File: src/rtl/uart_pkg.sv
// Shared types and helpers for the buffered UART transmitter.
package uart_pkg;

  localparam int DATA_BITS = 8;

  typedef enum logic [1:0] {IDLE, START, DATA, STOP} uart_tx_state_t;

  function automatic int clks_per_bit(input int clk_freq, input int baud);
    return (clk_freq + baud / 2) / baud;
  endfunction

endpackage

File: src/rtl/uart_tx_buffered_if.sv
// Byte stream (valid/ready) into the transmit buffer.
interface uart_tx_buffered_if;
  logic [7:0] s_data;
  logic       s_valid;
  logic       s_ready;

  modport master (output s_data, output s_valid, input s_ready);
  modport slave  (input s_data, input s_valid, output s_ready);
endinterface

File: src/rtl/uart_tx_serializer.sv
// 8N1 serializer: takes a byte when idle or on the last stop-bit cycle and shifts it out LSB first.
module uart_tx_serializer
  import uart_pkg::*;
#(
  parameter int CLKS_PER_BIT = 434
) (
  input  logic                 clk,
  input  logic                 rst,
  input  logic [DATA_BITS-1:0] byte_data,
  input  logic                 byte_valid,
  output logic                 byte_ready,
  output logic                 tx,
  output logic                 busy
);
  localparam int CNT_W = (CLKS_PER_BIT > 1) ? $clog2(CLKS_PER_BIT) : 1;
  localparam logic [CNT_W-1:0] CNT_LAST = CNT_W'(CLKS_PER_BIT - 1);
  localparam logic [2:0] BIT_LAST = 3'(DATA_BITS - 1);

  uart_tx_state_t       state;
  logic [CNT_W-1:0]     baud_cnt;
  logic [2:0]           bit_idx;
  logic [DATA_BITS-1:0] shift;
  logic                 bit_done;

  assign bit_done   = (baud_cnt == CNT_LAST);
  // Taking the next byte on the last stop cycle gives zero-gap back-to-back frames.
  assign byte_ready = (state == IDLE) || ((state == STOP) && bit_done);

  always_ff @(posedge clk or posedge rst) begin
    if (rst) begin
      state    <= IDLE;
      baud_cnt <= '0;
      bit_idx  <= '0;
      shift    <= '0;
      tx       <= 1'b1;
      busy     <= 1'b0;
    end else begin
      case (state)
        IDLE: begin
          baud_cnt <= '0;
          if (byte_valid) begin
            shift <= byte_data;
            tx    <= 1'b0;
            busy  <= 1'b1;
            state <= START;
          end
        end
        START: begin
          baud_cnt <= bit_done ? '0 : baud_cnt + 1'b1;
          if (bit_done) begin
            bit_idx <= '0;
            tx      <= shift[0];
            state   <= DATA;
          end
        end
        DATA: begin
          baud_cnt <= bit_done ? '0 : baud_cnt + 1'b1;
          if (bit_done) begin
            if (bit_idx == BIT_LAST) begin
              tx    <= 1'b1;
              state <= STOP;
            end else begin
              bit_idx <= bit_idx + 1'b1;
              shift   <= shift >> 1;
              tx      <= shift[1];
            end
          end
        end
        STOP: begin
          baud_cnt <= bit_done ? '0 : baud_cnt + 1'b1;
          if (bit_done) begin
            if (byte_valid) begin
              shift <= byte_data;
              tx    <= 1'b0;
              state <= START;
            end else begin
              busy  <= 1'b0;
              state <= IDLE;
            end
          end
        end
        default: state <= IDLE;
      endcase
    end
  end

endmodule

File: src/rtl/uart_tx_buffered.sv
// Buffered UART transmitter: circular FIFO in front of an 8N1 serializer.
module uart_tx_buffered
  import uart_pkg::*;
#(
  parameter int CLK_FREQ   = 50_000_000,
  parameter int BAUD_RATE  = 115_200,
  parameter int FIFO_DEPTH = 32,
  localparam int CW        = $clog2(FIFO_DEPTH) + 1
) (
  input  logic                clk,
  input  logic                rst,
  uart_tx_buffered_if.slave   s_if,
  output logic                tx,
  output logic                busy,
  output logic [CW-1:0]       fifo_count
);
  localparam int CPB = clks_per_bit(CLK_FREQ, BAUD_RATE);
  localparam int AW  = CW - 1;

  if ((FIFO_DEPTH < 2) || ((FIFO_DEPTH & (FIFO_DEPTH - 1)) != 0) || (CPB < 2)) begin : g_bad_params
    $error("uart_tx_buffered: FIFO_DEPTH must be a power of two >= 2 and CLKS_PER_BIT >= 2");
  end

  logic [DATA_BITS-1:0] mem [FIFO_DEPTH];
  logic [CW-1:0]        wr_ptr;
  logic [CW-1:0]        rd_ptr;
  logic                 full;
  logic                 empty;
  logic                 push;
  logic                 pop;
  logic                 byte_ready;

  // Pointers carry one extra wrap bit so full and empty are distinguishable.
  assign empty       = (wr_ptr == rd_ptr);
  assign full        = (wr_ptr[CW-1] != rd_ptr[CW-1]) && (wr_ptr[AW-1:0] == rd_ptr[AW-1:0]);
  assign s_if.s_ready = !full;
  assign push        = s_if.s_valid && !full;
  assign pop         = !empty && byte_ready;

  always_ff @(posedge clk) begin
    if (push) mem[wr_ptr[AW-1:0]] <= s_if.s_data;
  end

  always_ff @(posedge clk or posedge rst) begin
    if (rst) begin
      wr_ptr     <= '0;
      rd_ptr     <= '0;
      fifo_count <= '0;
    end else begin
      if (push) wr_ptr <= wr_ptr + 1'b1;
      if (pop)  rd_ptr <= rd_ptr + 1'b1;
      case ({push, pop})
        2'b10:   fifo_count <= fifo_count + 1'b1;
        2'b01:   fifo_count <= fifo_count - 1'b1;
        default: fifo_count <= fifo_count;
      endcase
    end
  end

  uart_tx_serializer #(
    .CLKS_PER_BIT(CPB)
  ) u_serializer (
    .clk       (clk),
    .rst       (rst),
    .byte_data (mem[rd_ptr[AW-1:0]]),
    .byte_valid(!empty),
    .byte_ready(byte_ready),
    .tx        (tx),
    .busy      (busy)
  );

endmodule

File: src/flat_wrapper.sv
// flat-port wrapper written by rule: the top's interface ports become plain ports
module uart_tx_buffered_flat import uart_pkg::*;
#(
  parameter int CLK_FREQ   = 50_000_000,
  parameter int BAUD_RATE  = 115_200,
  parameter int FIFO_DEPTH = 32,
  localparam int CW        = $clog2(FIFO_DEPTH) + 1
)
  (clk, rst, tx, busy, fifo_count, s_if_s_data, s_if_s_valid, s_if_s_ready);
  uart_tx_buffered_if s_if_i ();
  input  logic clk;
  input  logic rst;
  output logic tx;
  output logic busy;
  output logic [CW-1:0] fifo_count;
  input wire logic [$bits(s_if_i.s_data)-1:0] s_if_s_data;
  input wire logic [$bits(s_if_i.s_valid)-1:0] s_if_s_valid;
  output wire logic [$bits(s_if_i.s_ready)-1:0] s_if_s_ready;
  assign s_if_i.s_data = s_if_s_data;
  assign s_if_i.s_valid = s_if_s_valid;
  assign s_if_s_ready = s_if_i.s_ready;
  uart_tx_buffered #(.CLK_FREQ(CLK_FREQ), .BAUD_RATE(BAUD_RATE), .FIFO_DEPTH(FIFO_DEPTH)) u_core (.clk(clk), .rst(rst), .s_if(s_if_i), .tx(tx), .busy(busy), .fifo_count(fifo_count));
endmodule
File: config.mk
export PLATFORM = sky130hd
export DESIGN_NAME = uart_tx_buffered_flat
export DESIGN_NICKNAME = d
export VERILOG_FILES = /design/src/rtl/uart_pkg.sv /design/src/rtl/uart_tx_buffered_if.sv /design/src/rtl/uart_tx_serializer.sv /design/src/rtl/uart_tx_buffered.sv /design/src/flat_wrapper.sv
export SDC_FILE = /design/constraint.sdc
export NUM_CORES = 1
export LEC_CHECK = 0
export ABC_AREA = 1
export CORE_AREA = 3 3 152 184
export DETAILED_ROUTE_END_ITERATION = 12
export DIE_AREA = 0 0 155 187
export PLACE_DENSITY = 0.65
export SYNTH_ARGS = -nofsm -noshare
export SYNTH_HDL_FRONTEND = slang
export SYNTH_SLANG_ARGS = --single-unit
File: constraint.sdc
create_clock -name clk -period 3.51 [get_ports clk]
set_input_delay 0.5265 -clock clk [delete_from_list [all_inputs] [get_ports clk]]
set_output_delay 0.5265 -clock clk [all_outputs]
set_load 0.01 [all_outputs]
; ---- Word-level counts from Yosys, hierarchy flattened
; Memory sizes are Yosys's and may differ from the RTL's.
; Index checks and enable logic that the tools add are counted.
[totals]
output_inout_bits = 9
n_memories = 1
ff_bits = 42
mem_bits_rw = 256
[op_classes]
eq_ne = 17
muxes = 31
add_sub_neg = 6
n_reduce_logical = 18
[memory_table]
columns = memory, words, width, read_ports, rd_ports_with_merged_regs, write_ports, line
row1 = u_core.mem, 32, 8, 1, 0, 1, uart_tx_buffered.sv:24  ; logic [DATA_BITS-1:0] mem [FIFO_DEPTH];
[op_table]
columns = operator, count
row1 = $mux 8, 4
row2 = $pmux 8 s3, 1
row3 = $add 6x1->6 const B, 3
row4 = $pmux 9 s2, 1
row5 = $ne 2x2->1 const B, 6
row6 = $pmux 6 s2, 1
row7 = $reduce_and 4->1, 3
row8 = $mux 1, 11
row9 = $mux 2, 5
row10 = $add 9x1->9 const B, 1
row11 = $eq 9x9->1 const B, 1
row12 = $mux 3, 3
row13 = $mux 9, 1
row14 = $pmux 2 s4, 1
row15 = $eq 2x2->1 const B, 3
row16 = $eq 6x6->1, 1
row17 = $pmux 3 s2, 1
row18 = $reduce_bool 2->1, 3
row19 = $sub 6x1->6 const B, 1
row20 = $eq 5x5->1, 1
row21 = $reduce_and 5->1, 1
row22 = $eq 2x1->1 const B, 2
row23 = $logic_and 1x1->1, 4
row24 = $pmux 1 s4, 1
row25 = other kinds (11), 12

; ---- Logic depth before layout (Yosys ltp)
[logic_depth]
depth_word = 6
mapped_depth = 20
ltp_nobuf = 19

; ---- Modules after synthesis
; Synthesis repeated with hierarchy kept, for this count alone.
[hier_totals]
cells_unflattened = 1271
area_unflattened_um2 = 13221.4
[modules_own_cells]
columns = mod, cells_each, seq_area_each_um2, area_per_inst_um2, instances
row1 = uart_tx_buffered, 1090, 8137.8, 11795.1, 1
row2 = uart_tx_serializer, 181, 601.8, 1426.4, 1

; ---- Worst setup path before layout
; No wires, ideal clock.
[synth_timing]
path_kind = register to register
startpoint = register u_core.wr_ptr[4]
endpoint = register u_core.fifo_count[5]
synth_period_minus_slack_ps = 2510
path_slack_ps = 1000
path_buffers = 1
setup_time_ps = 117
arrival_ps = 2394
stages_incl_launch_ff = 18
required_time_ps = 3393
cell_sequence = dfrtp_1 buf_2 xor2_1 nor2_1 nand3_1 nand2_2 inv_2 ha_1 ha_1 nand3_1 nand3_1 nand2_1 a21oi_1 nor2_1 nand2_1 nand2_1 nand2_1 nand2_1
[synth_lines]
columns = element, line
row1 = start: declaration, uart_tx_buffered.sv:25  ; logic [CW-1:0] wr_ptr;
row2 = start signal: assignment, uart_tx_buffered.sv:50  ; if (push) wr_ptr <= wr_ptr + 1'b1;
row3 = $eq 6x6->1 (*), uart_tx_buffered.sv:34  ; assign empty = (wr_ptr == rd_ptr);
row4 = $logic_not 1->1 (*), uart_tx_buffered.sv:38  ; assign pop = !empty && byte_ready;
row5 = $logic_and 1x1->1 (*), uart_tx_buffered.sv:38
row6 = named net u_core.pop, uart_tx_buffered.sv:30  ; logic pop;
row7 = $eq 2x1->1 or $eq 2x2->1 (tied branches), uart_tx_buffered.sv:52  ; case ({push, pop})
row8 = $pmux 6 s2 or $reduce_bool 2->1 (tied branches), --
row9 = end signal: assignment, uart_tx_buffered.sv:53  ; 2'b10: fifo_count <= fifo_count + 1'b1;
row10 = end signal: assignment, uart_tx_buffered.sv:54  ; 2'b01: fifo_count <= fifo_count - 1'b1;
row11 = end signal: assignment, uart_tx_buffered.sv:55  ; default: fifo_count <= fifo_count;
row12 = end: declaration, uart_tx_buffered.sv:15  ; output logic [CW-1:0] fifo_count
; The timed path passes the listed nets; every way through them passes the cells marked *.
; A chain may end at the register's enable or synchronous reset.

; ---- Worst setup path after layout
[layout_timing]
startpoint = register u_core.wr_ptr[2]
endpoint = register u_core.fifo_count[5]
; The elaborated chain is that of the path after synthesis.

==> metrics.md <==
| Metric | Value |
|---|---|
| Status | complete, no violations |
| Maximum resistive drop on vdd | around 390 uV |
| Total via count in the routed design | around 8,800 |
| Power Total | 8.14 mW |
| Final hold viol count | 0 |
| Distinct cell type count of the synthesized netlist | 37 |
| Full die area | 29,000 um2 |
| Final Max Slew Viols | 0 |
| Startpoint-to-endpoint class of the critical path | flop to flop |
| Required time of the critical path | between 3 and 4 ns |
| Critical path peak fanout | 10 |
| Number of I/O pins | 20 |
| Kind of end point of the critical path | flop |
| Length of the first detailed-routing pass in iterations | 5 |
| Starting utilization of the core area | 0.499 |
| WL met2 | between 10 and 15 mm |
| Violation count after the first detailed-routing iteration | 793 |
| Vertical die dimension | approximately 190 um |
| Setup total negative slack | 0 ns |
| Normalized max-slew margin | 0.488 |
| Final std cells w/o fill | 1,639 |
| Total area of multi-input combinational cells | 3780 um2 |
| Combinational power share | 0.099 |
| Register cell area after layout | 8740 um2 |
| H-Tree Depth | 1 |
| Leakage power figure | roughly 5.8 nW |
| Leftover overflow at the end of global routing | 0 |
| Share of layout cells above drive strength 1 | 0.0721 |
| Cell Pwr Density | ~560 nW/um2 |
| Routed wire per std cell | between 15 and 20 um |
| Vias in the first global route | 8,516 |
| Total track usage | 0.203 |
| Internal power summed over all cells | about 6.2 mW |
| Cell chosen for the clock root | sky130_fd_sc_hd__clkbuf_16 |
| FF-to-FF Start | u_core.wr_ptr[2]$_DFFE_PP0P_ |
| Cell taking the most area after synthesis | sky130_fd_sc_hd__edfxtp_1 |
| Maximum number of pins on one net before global-route repair | around 150 |
| Vias per inst | between 5 and 6 |
| Antenna violations before repair | 0 |
| Most frequent cell after synthesis | sky130_fd_sc_hd__nand2_1 |
| Overall routed net length | about 30 mm |
| Top-area cell type share of the netlist area | 0.586 |
| Setup violators final | 0 |
| Highest achievable clock rate | approximately 340 MHz |
| ANT cells | 0 |
| Top layer used by detailed routing | met4 |
| TritonCTS clock tree | built |
| First-pass GRT wire length | around 47 mm |
| Post-synth EDFFs | between 200 and 300 |
| Metal1 wirelength | ~13 mm |
| Buffers from clock root to sink, at most | 3 |
| Number of remaining DRC errors | 0 |
| Count of buffers added by post-CTS timing repair for setup | 0 |
| Clk pin slew, worst setup/hold paths | around 0.060 ns |
| Worst setup skew after layout | 0.00982 ns |
| Core area | between 20,000 and 30,000 um2 |
| Async set-reset flop share out of synthesis | 0.141 |
| Worst hold path type | primary input to async pin |
| Area added between synthesis and finish | 11.5% |
| Gate Count Post-Synth | ~1,300 |
| Syn nets | between 1,000 and 1,500 |
| Switch Pwr | just under 2 mW |
| Number of warning messages in the yosys log | 0 |
| Portion of the post-synthesis area used by sequential elements | 0.667 |
| Sequential Power Share | 0.514 |
| Filler Cells Inserted | roughly 2,300 |
| Flip-flop and latch count after synthesis | between 200 and 300 |
| Slack of the worst reg-to-reg path | around 0.6 ns |
| Critical path capture point | u_core.fifo_count[5]$_DFFE_PP0P_ |
| Remaining antenna violation count | 0 |
| Worst Reg2Reg Path Length in Cells | 16 |
| Prevailing post-synth register cell | sky130_fd_sc_hd__edfxtp_1 |
| Unrepaired setup endpoints after global routing | false |
| Detailed placement HPWL | roughly 18 mm |
| # clock sinks | about 300 |
| Startpoint of the most critical setup path | u_core.wr_ptr[2]$_DFFE_PP0P_ |
| FP Rows | 65 |
| Port Buffers | 19 |
| Weighted congestion at the end of routability-driven global placement | 0.886 |
| Minimum period implied by the final worst setup slack | between 2 and 3 ns |
| Clock latency on the worst-skew pair | ~0.55 ns |
| Startpoint type of the worst setup path | flop |
| Commonest cells post-synth | 404 x sky130_fd_sc_hd__nand2_1, 256 x sky130_fd_sc_hd__edfxtp_1, 143 x sky130_fd_sc_hd__nor2_1 |
| CP arrival | roughly 3.4 ns |
| Synthesized cell area | between 10,000 and 15,000 um2 |
| Number of nets in the layout | approximately 1,300 |
| Number of max-cap violations | 0 |
| Slew at the pin with the worst max-slew slack | ~0.76 ns |
| Met3 Wirelength | 1.65 mm |
| Worst flop-to-flop path endpoint | u_core.fifo_count[5]$_DFFE_PP0P_ |
| Mapped Avg Cell Area | between 10 and 15 um2 |
| Number of CTS-inserted buffers | 30 |
| Leading cell types by total area after synthesis | sky130_fd_sc_hd__edfxtp_1 59%, sky130_fd_sc_hd__nand2_1 12%, sky130_fd_sc_hd__dfrtp_1 7.8% |
| Die W | ~160 um |
| Total placed cells including tap cells | around 1,600 |
| Fraction of power spent switching nets | 0.244 |
| Post-CTS Hold Fix Bufs | 0 |
| Final cycle utilization of the critical path | 0.832 |
| Number of gates given a new drive strength after cts | 0 |
| Clock group share of total power | 0.387 |
-- worst max-delay path, cell delays in order, from the launching register on --
cell	delay, ns
sky130_fd_sc_hd__dfrtp_1	0.52
sky130_fd_sc_hd__xor2_1	0.22
sky130_fd_sc_hd__nor2_1	0.22
sky130_fd_sc_hd__nand3_1	0.23
sky130_fd_sc_hd__nand2_2	0.18
sky130_fd_sc_hd__inv_2	0.08
sky130_fd_sc_hd__ha_1	0.31
sky130_fd_sc_hd__ha_1	0.37
sky130_fd_sc_hd__nand3_1	0.09
sky130_fd_sc_hd__nand3_1	0.08
sky130_fd_sc_hd__nand2_1	0.07
sky130_fd_sc_hd__a21oi_1	0.18
sky130_fd_sc_hd__nor2_1	0.06
sky130_fd_sc_hd__nand2_1	0.06
sky130_fd_sc_hd__nand2_1	0.05
sky130_fd_sc_hd__nand2_1	0.05
sky130_fd_sc_hd__nand2_1	0.05
-- routing by layer --
metal  vias to the layer above  global-route usage
met2                       251               0.342
met5                         -                   0
met1                      4216               0.272
met4                         0              0.0622
met3                        56              0.0331
li1                       4253                   -
-- cells in the final DEF, fill, tap and decap left out, types with 2 or more instances in the layout --
cell                              synthesis  layout
sky130_fd_sc_hd__a21oi_1                 24      24
sky130_fd_sc_hd__a32o_1                   2       2
sky130_fd_sc_hd__buf_4                    5      24
sky130_fd_sc_hd__bufinv_16                0       3
sky130_fd_sc_hd__clkbuf_16                0      31
sky130_fd_sc_hd__clkdlybuf4s50_1          0      19
sky130_fd_sc_hd__clkinv_1                 5      13
sky130_fd_sc_hd__clkinv_2                 0       8
sky130_fd_sc_hd__clkinv_4                 0       2
sky130_fd_sc_hd__clkinvlp_4               0       2
sky130_fd_sc_hd__dfrtp_1                 41      39
sky130_fd_sc_hd__edfxtp_1               256     256
sky130_fd_sc_hd__ha_1                    20      20
sky130_fd_sc_hd__inv_1                   74      72
sky130_fd_sc_hd__inv_2                    4       4
sky130_fd_sc_hd__nand2_1                404     404
sky130_fd_sc_hd__nand2_2                  3       3
sky130_fd_sc_hd__nand2_4                  4       4
sky130_fd_sc_hd__nand3_1                123     123
sky130_fd_sc_hd__nand4_1                  5       5
sky130_fd_sc_hd__nor2_1                 143     143
sky130_fd_sc_hd__nor2_2                   3       3
sky130_fd_sc_hd__nor3_1                   9       9
sky130_fd_sc_hd__o211ai_1                15      15
sky130_fd_sc_hd__o21ai_0                 41      41
sky130_fd_sc_hd__o21ai_2                  2       2
sky130_fd_sc_hd__xnor2_1                  5       5
sky130_fd_sc_hd__xor2_1                  11      11
-- power groups by stage --
| stage | registers [mW] | clock network (mW) | logic (mW) |
|---|---|---|---|
| 3_5_place_dp | 4.26 | 0 | 0.803 |
| 5_1_grt | 4.21 | 3.34 | 0.891 |
| 3_3_place_gp | 4.25 | 0 | 0.801 |
| 4_1_cts | 4.19 | 3.19 | 0.809 |
| 2_1_floorplan | 4.23 | 0 | 0.503 |
| 6_report | 4.19 | 3.15 | 0.806 |
-- registers in the layout (all words and copies together), names as in the netlist --
register	count
u_core.u_serializer.bit_idx	3
u_core.wr_ptr	6
u_core.mem	256
u_core.fifo_count	6
u_core.u_serializer.busy	1
u_core.u_serializer.shift	8
u_core.u_serializer.tx	1
u_core.u_serializer.baud_cnt	9
u_core.rd_ptr	6
u_core.u_serializer.state	2
-- worst min-delay path by stage --
stage               depth (start not counted)  slack [ns]                                startpoint                                          to
finish                                      2        0.23                                       rst  u_core.u_serializer.bit_idx[2]$_DFFE_PP0P_
global route                                2        0.23                                       rst   u_core.u_serializer.baud_cnt[5]$_DFF_PP0_
CTS                                         2        0.22                                       rst   u_core.u_serializer.baud_cnt[5]$_DFF_PP0_
detailed placement                          2        0.47      u_core.u_serializer.busy$_DFFE_PP0P_        u_core.u_serializer.busy$_DFFE_PP0P_
global placement                            2        0.46  u_core.u_serializer.shift[3]$_DFFE_PP0P_    u_core.u_serializer.shift[3]$_DFFE_PP0P_
floorplan                                   2        0.45  u_core.u_serializer.shift[1]$_DFFE_PP0P_    u_core.u_serializer.shift[1]$_DFFE_PP0P_
-- area by class of cell --
class,instances,area share
multi-input combinational,824,0.258
tap,335,0.0287
timing repair buffer,44,0.0267
clock inverter,23,0.0135
sequential,298,0.598
inverter,83,0.0214
clock buffer,32,0.0533
-- cells by family (layout without fill, tap and decap cells) --
kind of cell	Yosys count	after routing	share of synthesized area
XOR/XNOR	16	16	0.0107
adder cells (fa/ha/maj)	21	21	0.0206
buffers and inverters	139	182	0.0452
flip-flops	298	298	0.667
AO/OA/AOI/OAI	89	89	0.0388
AND/OR/NAND/NOR	698	698	0.218
-- metrics by stage --
stage / util / hold slack (ns) / instance area (um2) / setup WS [ns]
after global placement: 0.519 / 0.462 / 13600 / 0.680
after CTS: 0.557 / 0.223 / 14600 / 0.608
after detailed placement: 0.519 / 0.466 / 13600 / 0.631
after global routing: 0.557 / 0.226 / 14600 / 0.358
after floorplan: - / 0.449 / 13100 / 1.00
final: 0.557 / 0.226 / 14600 / 0.589
No activity file was read; power rests on OpenSTA's default activity.
